File: config.mk
export PLATFORM = sky130hd
export DESIGN_NAME = operand_entry_flat
export DESIGN_NICKNAME = d
export VERILOG_FILES = /design/src/rtl/alu_pkg.sv /design/src/rtl/operand_entry_if.sv /design/src/rtl/btn_debounce.sv /design/src/rtl/operand_entry_chk.sv /design/src/rtl/operand_entry.sv /design/src/flat_wrapper.sv
export SDC_FILE = /design/constraint.sdc
export NUM_CORES = 1
export LEC_CHECK = 0
export ABC_AREA = 1
export BUFFER_PORTS_ARGS = -buffer_cell sky130_fd_sc_hd__buf_2
export CAP_MARGIN = 5
export CORE_MARGIN = 4
export CORE_UTILIZATION = 36
export CTS_CLUSTER_DIAMETER = 30
export DETAILED_ROUTE_END_ITERATION = 16
export PLACE_DENSITY = 0.57
export SLEW_MARGIN = 40
export SYNTH_ARGS = -nofsm -noshare
export SYNTH_HDL_FRONTEND = slang
export SYNTH_SLANG_ARGS = --single-unit
File: constraint.sdc
create_clock -name clk -period 4 [get_ports clk]
set_clock_uncertainty 0.15 [all_clocks]
set_input_delay 0.8 -clock clk [delete_from_list [all_inputs] [get_ports clk]]
set_output_delay 0.8 -clock clk [all_outputs]
set_load 0.005 [all_outputs]
File: src/rtl/alu_pkg.sv
// -----------------------------------------------------------------------------
// alu_pkg
// Shared definitions for the 4-bit ALU datapath and its operand entry stage.
//   OPW               : operand/opcode width
//   DEBOUNCE_DEFAULT  : debounce length in cycles (10 ms at 50 MHz)
//   entry_state_t     : operand entry FSM states; the encoding is also the
//                       value shown on the `phase` output
//   next_entry_state  : entry sequence ENT_A -> ENT_B -> ENT_OP -> SHOW -> ENT_A
// -----------------------------------------------------------------------------
package alu_pkg;

   localparam int OPW              = 4;
   localparam int DEBOUNCE_DEFAULT = 500000;

   typedef enum logic [1:0] {
      ENT_A  = 2'd0,
      ENT_B  = 2'd1,
      ENT_OP = 2'd2,
      SHOW   = 2'd3
   } entry_state_t;

   // Successor of a state on an enter press.
   function automatic entry_state_t next_entry_state(input entry_state_t s);
      entry_state_t n;
      case (s)
         ENT_A:   n = ENT_B;
         ENT_B:   n = ENT_OP;
         ENT_OP:  n = SHOW;
         SHOW:    n = ENT_A;
         default: n = ENT_A;
      endcase
      return n;
   endfunction

endpackage

File: src/rtl/operand_entry_if.sv
// -----------------------------------------------------------------------------
// operand_entry_if
// Bundle between the board controls and the operand entry stage.
//   sw        : raw slide switches (field value)
//   btn_enter : raw enter button, active high
//   btn_clr   : raw clear button, active high (only with OPERAND_ENTRY_CLR_EN)
//   a, b, sel : latched operands / opcode towards the ALU
//   phase     : current entry state encoding
//   valid     : all three fields committed
// Modports: master = board/test side, slave = operand_entry.
// Optional feature macro: OPERAND_ENTRY_CLR_EN
// -----------------------------------------------------------------------------
interface operand_entry_if;
   import alu_pkg::*;

   logic [OPW-1:0] sw;
   logic           btn_enter;
`ifdef OPERAND_ENTRY_CLR_EN
   logic           btn_clr;
`endif
   logic [OPW-1:0] a;
   logic [OPW-1:0] b;
   logic [OPW-1:0] sel;
   logic [1:0]     phase;
   logic           valid;

   modport master (
`ifdef OPERAND_ENTRY_CLR_EN
      output btn_clr,
`endif
      output sw, btn_enter,
      input  a, b, sel, phase, valid
   );

   modport slave (
`ifdef OPERAND_ENTRY_CLR_EN
      input  btn_clr,
`endif
      input  sw, btn_enter,
      output a, b, sel, phase, valid
   );

endinterface

File: src/rtl/btn_debounce.sv
// -----------------------------------------------------------------------------
// btn_debounce
// Two-flop synchroniser, counter debouncer and registered rising-edge
// detector for one push-button.
//   clk, rst_n : clock, asynchronous active-low reset
//   btn_raw    : raw asynchronous button level
//   pulse      : one-cycle press pulse (releases produce nothing)
// The debounced level only flips after the synchronised level has differed
// from it on DEBOUNCE_CYCLES consecutive edges; any agreement restarts the
// count, so shorter glitches never get through.
// -----------------------------------------------------------------------------
module btn_debounce
   import alu_pkg::*;
#(
   parameter int DEBOUNCE_CYCLES = DEBOUNCE_DEFAULT,
   parameter int CNT_W           = $clog2(DEBOUNCE_CYCLES)
) (
   input  logic clk,
   input  logic rst_n,
   input  logic btn_raw,
   output logic pulse
);

   localparam logic [CNT_W-1:0] CNT_ZERO = CNT_W'(0);
   localparam logic [CNT_W-1:0] CNT_ONE  = CNT_W'(1);
   localparam logic [CNT_W-1:0] CNT_LAST = CNT_W'(DEBOUNCE_CYCLES - 1);

   logic             meta_r;
   logic             sync_r;
   logic             level_r;
   logic             level_d_r;
   logic             pulse_r;
   logic [CNT_W-1:0] cnt_r;

   // Two-flop synchroniser for the raw button level.
   always_ff @(posedge clk or negedge rst_n) begin
      if (!rst_n) begin
         meta_r <= 1'b0;
         sync_r <= 1'b0;
      end else begin
         meta_r <= btn_raw;
         sync_r <= meta_r;
      end
   end

   // Debounce counter; the level flips on the edge where the count has
   // already reached its last value and the levels still disagree.
   always_ff @(posedge clk or negedge rst_n) begin
      if (!rst_n) begin
         cnt_r   <= CNT_ZERO;
         level_r <= 1'b0;
      end else if (sync_r == level_r) begin
         cnt_r   <= CNT_ZERO;
         level_r <= level_r;
      end else if (cnt_r == CNT_LAST) begin
         cnt_r   <= CNT_ZERO;
         level_r <= ~level_r;
      end else begin
         cnt_r   <= cnt_r + CNT_ONE;
         level_r <= level_r;
      end
   end

   // Registered rising-edge detector on the debounced level.
   always_ff @(posedge clk or negedge rst_n) begin
      if (!rst_n) begin
         level_d_r <= 1'b0;
         pulse_r   <= 1'b0;
      end else begin
         level_d_r <= level_r;
         pulse_r   <= level_r & ~level_d_r;
      end
   end

   assign pulse = pulse_r;

endmodule

File: src/rtl/operand_entry_chk.sv
// -----------------------------------------------------------------------------
// operand_entry_chk
// Property checker bound inside operand_entry; no logic of its own.
//   clk, rst_n            : clock, asynchronous active-low reset
//   enter_pulse, clr_pulse: debounced press pulses
//   state, valid          : entry FSM state and committed flag
//   a, b, sel             : field registers
// -----------------------------------------------------------------------------
module operand_entry_chk
   import alu_pkg::*;
(
   input logic           clk,
   input logic           rst_n,
   input logic           enter_pulse,
   input logic           clr_pulse,
   input entry_state_t   state,
   input logic           valid,
   input logic [OPW-1:0] a,
   input logic [OPW-1:0] b,
   input logic [OPW-1:0] sel
);

   // valid is a registered copy of "state is SHOW".
   a_valid_state : assert property (@(posedge clk) disable iff (!rst_n)
      valid == (state == SHOW));

   // A press never produces two consecutive pulse cycles.
   a_enter_single : assert property (@(posedge clk) disable iff (!rst_n)
      enter_pulse |=> !enter_pulse);

   // Fields only move when a press pulse was seen.
   a_fields_hold : assert property (@(posedge clk) disable iff (!rst_n)
      (!enter_pulse && !clr_pulse) |=> ($stable(a) && $stable(b) && $stable(sel)));

   // A clear pulse returns to an empty ENT_A on the next edge.
   a_clear : assert property (@(posedge clk) disable iff (!rst_n)
      clr_pulse |=> (state == ENT_A && a == 4'h0 && b == 4'h0 && sel == 4'h0 && !valid));

endmodule

File: src/rtl/operand_entry.sv
// -----------------------------------------------------------------------------
// operand_entry
// Captures operand a, operand b and opcode sel in sequence from the slide
// switches, one field per debounced enter press, and presents them to the ALU.
//   clk   : system clock
//   rst_n : asynchronous active-low reset
//   bus   : operand_entry_if.slave (sw, btn_enter, [btn_clr], a, b, sel,
//           phase, valid)
// Parameters: DEBOUNCE_CYCLES (press acceptance length), CNT_W (counter width)
// Optional feature macro: OPERAND_ENTRY_CLR_EN adds btn_clr, whose press
// returns to an empty ENT_A and wins over a simultaneous enter press.
// Fields keep their old value while a new entry is in progress so the ALU
// keeps computing on the previous operands.
// -----------------------------------------------------------------------------
module operand_entry
   import alu_pkg::*;
#(
   parameter int DEBOUNCE_CYCLES = DEBOUNCE_DEFAULT,
   parameter int CNT_W           = $clog2(DEBOUNCE_CYCLES)
) (
   input logic             clk,
   input logic             rst_n,
   operand_entry_if.slave  bus
);

   logic           enter_pulse_s;
   logic           clr_pulse_s;
   logic [OPW-1:0] sw_meta_r;
   logic [OPW-1:0] sw_sync_r;

   entry_state_t   state_r;
   entry_state_t   state_nxt_s;
   logic [OPW-1:0] a_r;
   logic [OPW-1:0] b_r;
   logic [OPW-1:0] sel_r;
   logic [OPW-1:0] a_nxt_s;
   logic [OPW-1:0] b_nxt_s;
   logic [OPW-1:0] sel_nxt_s;
   logic           valid_r;

   btn_debounce #(
      .DEBOUNCE_CYCLES (DEBOUNCE_CYCLES),
      .CNT_W           (CNT_W)
   ) u_enter_db (
      .clk     (clk),
      .rst_n   (rst_n),
      .btn_raw (bus.btn_enter),
      .pulse   (enter_pulse_s)
   );

`ifdef OPERAND_ENTRY_CLR_EN
   btn_debounce #(
      .DEBOUNCE_CYCLES (DEBOUNCE_CYCLES),
      .CNT_W           (CNT_W)
   ) u_clr_db (
      .clk     (clk),
      .rst_n   (rst_n),
      .btn_raw (bus.btn_clr),
      .pulse   (clr_pulse_s)
   );
`else
   assign clr_pulse_s = 1'b0;
`endif

   // Switches are only synchronised; they are required to be stable well
   // before the enter pulse, so no debouncing is needed.
   always_ff @(posedge clk or negedge rst_n) begin
      if (!rst_n) begin
         sw_meta_r <= {OPW{1'b0}};
         sw_sync_r <= {OPW{1'b0}};
      end else begin
         sw_meta_r <= bus.sw;
         sw_sync_r <= sw_meta_r;
      end
   end

   // Next state and field values; clear takes priority over enter.
   always_comb begin
      state_nxt_s = state_r;
      a_nxt_s     = a_r;
      b_nxt_s     = b_r;
      sel_nxt_s   = sel_r;
      if (clr_pulse_s) begin
         state_nxt_s = ENT_A;
         a_nxt_s     = {OPW{1'b0}};
         b_nxt_s     = {OPW{1'b0}};
         sel_nxt_s   = {OPW{1'b0}};
      end else if (enter_pulse_s) begin
         state_nxt_s = next_entry_state(state_r);
         case (state_r)
            ENT_A:   a_nxt_s   = sw_sync_r;
            ENT_B:   b_nxt_s   = sw_sync_r;
            ENT_OP:  sel_nxt_s = sw_sync_r;
            SHOW:    a_nxt_s   = a_r;
            default: a_nxt_s   = a_r;
         endcase
      end else begin
         state_nxt_s = state_r;
      end
   end

   // State, field and valid registers; valid is derived from the next state
   // so it changes on the same edge as the state.
   always_ff @(posedge clk or negedge rst_n) begin
      if (!rst_n) begin
         state_r <= ENT_A;
         a_r     <= {OPW{1'b0}};
         b_r     <= {OPW{1'b0}};
         sel_r   <= {OPW{1'b0}};
         valid_r <= 1'b0;
      end else begin
         state_r <= state_nxt_s;
         a_r     <= a_nxt_s;
         b_r     <= b_nxt_s;
         sel_r   <= sel_nxt_s;
         valid_r <= (state_nxt_s == SHOW);
      end
   end

   assign bus.a     = a_r;
   assign bus.b     = b_r;
   assign bus.sel   = sel_r;
   assign bus.phase = state_r;
   assign bus.valid = valid_r;

   operand_entry_chk u_chk (
      .clk         (clk),
      .rst_n       (rst_n),
      .enter_pulse (enter_pulse_s),
      .clr_pulse   (clr_pulse_s),
      .state       (state_r),
      .valid       (valid_r),
      .a           (a_r),
      .b           (b_r),
      .sel         (sel_r)
   );

endmodule

File: src/flat_wrapper.sv
// flat-port wrapper written by rule: the top's interface ports become plain ports
module operand_entry_flat import alu_pkg::*;
#(
   parameter int DEBOUNCE_CYCLES = DEBOUNCE_DEFAULT,
   parameter int CNT_W           = $clog2(DEBOUNCE_CYCLES)
)
  (clk, rst_n, bus_sw, bus_btn_enter, bus_a, bus_b, bus_sel, bus_phase, bus_valid);
  operand_entry_if bus_i ();
  input logic clk;
  input logic rst_n;
  input wire logic [$bits(bus_i.sw)-1:0] bus_sw;
  input wire logic [$bits(bus_i.btn_enter)-1:0] bus_btn_enter;
  output wire logic [$bits(bus_i.a)-1:0] bus_a;
  output wire logic [$bits(bus_i.b)-1:0] bus_b;
  output wire logic [$bits(bus_i.sel)-1:0] bus_sel;
  output wire logic [$bits(bus_i.phase)-1:0] bus_phase;
  output wire logic [$bits(bus_i.valid)-1:0] bus_valid;
  assign bus_i.sw = bus_sw;
  assign bus_i.btn_enter = bus_btn_enter;
  assign bus_a = bus_i.a;
  assign bus_b = bus_i.b;
  assign bus_sel = bus_i.sel;
  assign bus_phase = bus_i.phase;
  assign bus_valid = bus_i.valid;
  operand_entry #(.DEBOUNCE_CYCLES(DEBOUNCE_CYCLES), .CNT_W(CNT_W)) u_core (.clk(clk), .rst_n(rst_n), .bus(bus_i));
endmodule
==> flow_metrics.py <==
metrics = {
    "finish": {
        "diodes": 0,
        "final_cell_mix": "nand2_1 (47), dfrtp_1 (47), nor2_1 (44), inv_1 (32), buf_2 (20)",
        "drive_gt1_frac": 0.1848,
        "finish.net_count": 287,
        "area_growth_pct": 13.60,
    },
    "critical_path": {
        "cpPeakStageDelay_ns": 0.42,
        "rr_worst_depth": 8,
        "slowest_stage": "dfrtp_1",
        "cp.arrival_ns": 0.85,
        "cp_num_buf_inv": 1,
        "start_kind": "flip-flop",
        "path_cells": "buf_2",
        "cp_max_fo": 4,
        "r2r_end": "u_core.u_enter_db.cnt_r[18]",
        "crit_type": "reg2out",
        "rrSetupSlack_ns": 2.40,
        "crit_family": "flip-flops",
        "rr_startpoint": "u_core.u_enter_db.cnt_r[0]",
        "crit_required_ns": 3.05,
        "critPathCaptureType": "output port",
    },
    "synthesis": {
        "synth_compound_area_frac": 0.04939,
        "synth-seq-cells": 47,
        "synth_top_family_by_area": "simple AND/OR/NAND/NOR gates",
        "synthXorXnorAreaFrac": 0.04009,
        "synth_simple_gate_area_frac": 0.2754,
        "syn_nets": 260,
        "synth_area_sq_mm": 0.002153,
        "syn_avg_cell_area_sq_um": 8.683,
        "ys_seq_area_frac": 0.5462,
        "yosysUniqueCellTypes": 24,
        "synthCells": 248,
        "synth_fa_ha_area_frac": 0.02905,
        "yosys_warnings": 0,
        "synth_mux_area_frac": 0,
    },
    "pwr": {
        "p_sw_frac": 0.2074,
        "share_comb_of_total_power": 0.029,
        "leakagePower_uw": 0.001150,
        "seqPwrFrac": 0.597,
        "power.density_mw_per_mm2": 333.2,
        "peakVddDrop_mv": 0.2444,
        "switchingPower_uw": 169.0,
        "clockPowerShare": 0.375,
        "power.internal_uw": 645.9,
    },
    "hold_path": {
        "whs_path_depth": 0,
        "hold_path.class": "reg2reg",
        "whs_endpoint": "u_core.u_enter_db.sync_r",
        "worst_hold_startpoint": "u_core.u_enter_db.meta_r",
    },
    "clock_network": {
        "numCtsBuffers": 5,
        "ctsResizeCount": 0,
        "root_buffer": "clkbuf_8",
        "clk_pin_slew_ns": 0.08,
        "holdBufCountCts": 0,
        "cts_tree": "yes",
        "clockBufferDepth": 2,
        "insertion_delay_ns": 0.29,
        "cts_setup_buffers": 0,
        "ctsHtreeMaxLevel": 2,
        "cts_sinks": 47,
    },
    "floorplanning": {
        "ios": 22,
        "fp.dieW_um": 85.34,
        "core.rowCount": 27,
        "die_area_sq_mm": 0.007283,
        "start_util": 0.3817,
        "fp.dieH_um": 85.34,
        "coreArea_sq_mm": 0.005642,
    },
    "timing": {
        "rsz0062_at_grt": "false",
        "fin_crit_sh": 0.4506,
        "hold_viol": 0,
        "hold_ws_ns": 0.2060,
        "fmax_mhz": 554.8,
        "slew_viol_final": 0,
        "setup-tns-final_ns": 0,
        "slew_headroom": 0.6193,
        "tightest_slew_ns": 0.5710,
        "min_period_ns": 1.802,
        "finalSetupViolCount": 0,
    },
    "routing": {
        "wl_per_cell_um": 11.49,
        "vias": 1549,
        "firstDrtPassIters": 4,
        "drt_wl_total_mm": 3.998,
        "vias_per_cell": 4.451,
        "route.detailed.drc": 0,
        "drt_iter0_drc": 52,
        "antenna_left": 0,
    },
    "place": {
        "numPortBuffers": 21,
        "place_congestion": 0.8496,
        "dp_hpwl_mm": 2.954,
    },
    "global_route": {
        "antenna_found_initial": 0,
        "grt_pass1_wl_mm": 7.127,
        "grt_max_degree": 48,
        "grt_usage": 0.1217,
        "overflow": 0,
        "grt_pass1_vias": 1508,
    },
    "flow_run": {
        "cap_viol_max_count": 0,
    },
    "outcome": {
        "status": "finished clean",
    },
}
[power groups by stage]
stage / combinational [uW] / clock (uW) / sequential (uW)
6_report: 23.3 / 305 / 486
5_1_grt: 28.1 / 340 / 487
4_1_cts: 24.7 / 313 / 486
3_5_place_dp: 24.5 / 0 / 496
3_3_place_gp: 24.4 / 0 / 495
2_1_floorplan: 9.26 / 0 / 495
[layout make-up]
type / instances / area, sq um
clock buffer: 8 / 100.1
fill: 555 / 3196
inverter: 33 / 123.9
multi-input combinational: 167 / 848.3
sequential: 47 / 1176
tap: 72 / 90.09
timing repair buffer: 21 / 107.6
[worst max path at each step]
stage,from,endpoint,cells past startpoint
finish,u_core.bus.phase[1],bus_phase[1],1
global route,u_core.bus.phase[1],bus_phase[1],1
CTS,u_core.bus.phase[1],bus_phase[1],1
detailed placement,u_core.u_enter_db.cnt_r[0],u_core.u_enter_db.cnt_r[16],8
global placement,rst_n,u_core.u_enter_db.cnt_r[2],1
floorplan,u_core.u_enter_db.cnt_r[0],u_core.u_enter_db.cnt_r[16],8
[cells in the mapped netlist (all sizes together)]
master,instances,area share
a21oi,4,0.0093
a31oi,1,0.0029
and3,1,0.0029
buf,1,0.0023
dfrtp,47,0.55
ha,5,0.029
inv,33,0.058
nand2,56,0.11
nand3,15,0.037
nand4,2,0.0058
nor2,54,0.11
nor3,2,0.0046
nor3b,1,0.0035
o21ai,16,0.037
or2,1,0.0029
xnor2,3,0.012
xor2,6,0.028
[layer usage]
| layer | vias to the layer above | wire length [um] | global-route usage |
|---|---|---|---|
| met2 | 14 | 1721 | 0.1801 |
| met1 | 713 | 2129 | 0.1735 |
| met3 | 5 | 96 | 0.02718 |
| met4 | 0 | 51 | 0.04460 |
| li1 | 817 | - | - |
| met5 | - | 0 | 0 |
[flip-flops by register name (all words and copies together), names as in the netlist]
signal and cells:
u_core.u_enter_db.pulse 1, u_core.bus.phase 2, u_core.u_enter_db.meta_r 1, u_core.u_enter_db.level_r 1, u_core.bus.sel 4, u_core.u_enter_db.level_d_r 1
u_core.bus.a 4, u_core.u_enter_db.cnt_r 19, u_core.sw_sync_r 4, u_core.bus.b 4, u_core.bus.valid 1, u_core.sw_meta_r 4
u_core.u_enter_db.sync_r 1
[worst register-to-register path, stage by stage, from the launching register on]
cell and delay [ns]:
dfrtp_1 0.40, ha_1 0.22, nand2_2 0.10, nor2_2 0.14
nand2_1 0.10, nor2_2 0.16, nand3_1 0.09, nand3_1 0.08
nor2_1 0.05
[through the flow]
stage | power (uW) | setup slack (ns) | utilization | instance area (sq um) | std cells
2_1_floorplan | 504.2 | 2.622 | - | 2153 | 248
3_3_place_gp | 519.7 | 2.143 | 0.4154 | 2344 | 340
3_5_place_dp | 520.3 | 2.443 | 0.4158 | 2346 | 340
4_1_cts | 824.0 | 2.188 | 0.4336 | 2446 | 348
5_1_grt | 855.5 | 2.149 | 0.4336 | 2446 | 348
6_report | 814.9 | 2.198 | 0.4336 | 2446 | 348
[cell families (layout without fill, tap and decap cells)]
| family | after synthesis | in the layout |
|---|---|---|
| compound gates | 21 | 21 |
| xor+xnor | 9 | 9 |
| fa+ha+maj | 5 | 5 |
| buf+inv | 34 | 62 |
| flops | 47 | 47 |
| simple gates | 132 | 132 |
Power figures use the tool's default switching activity.
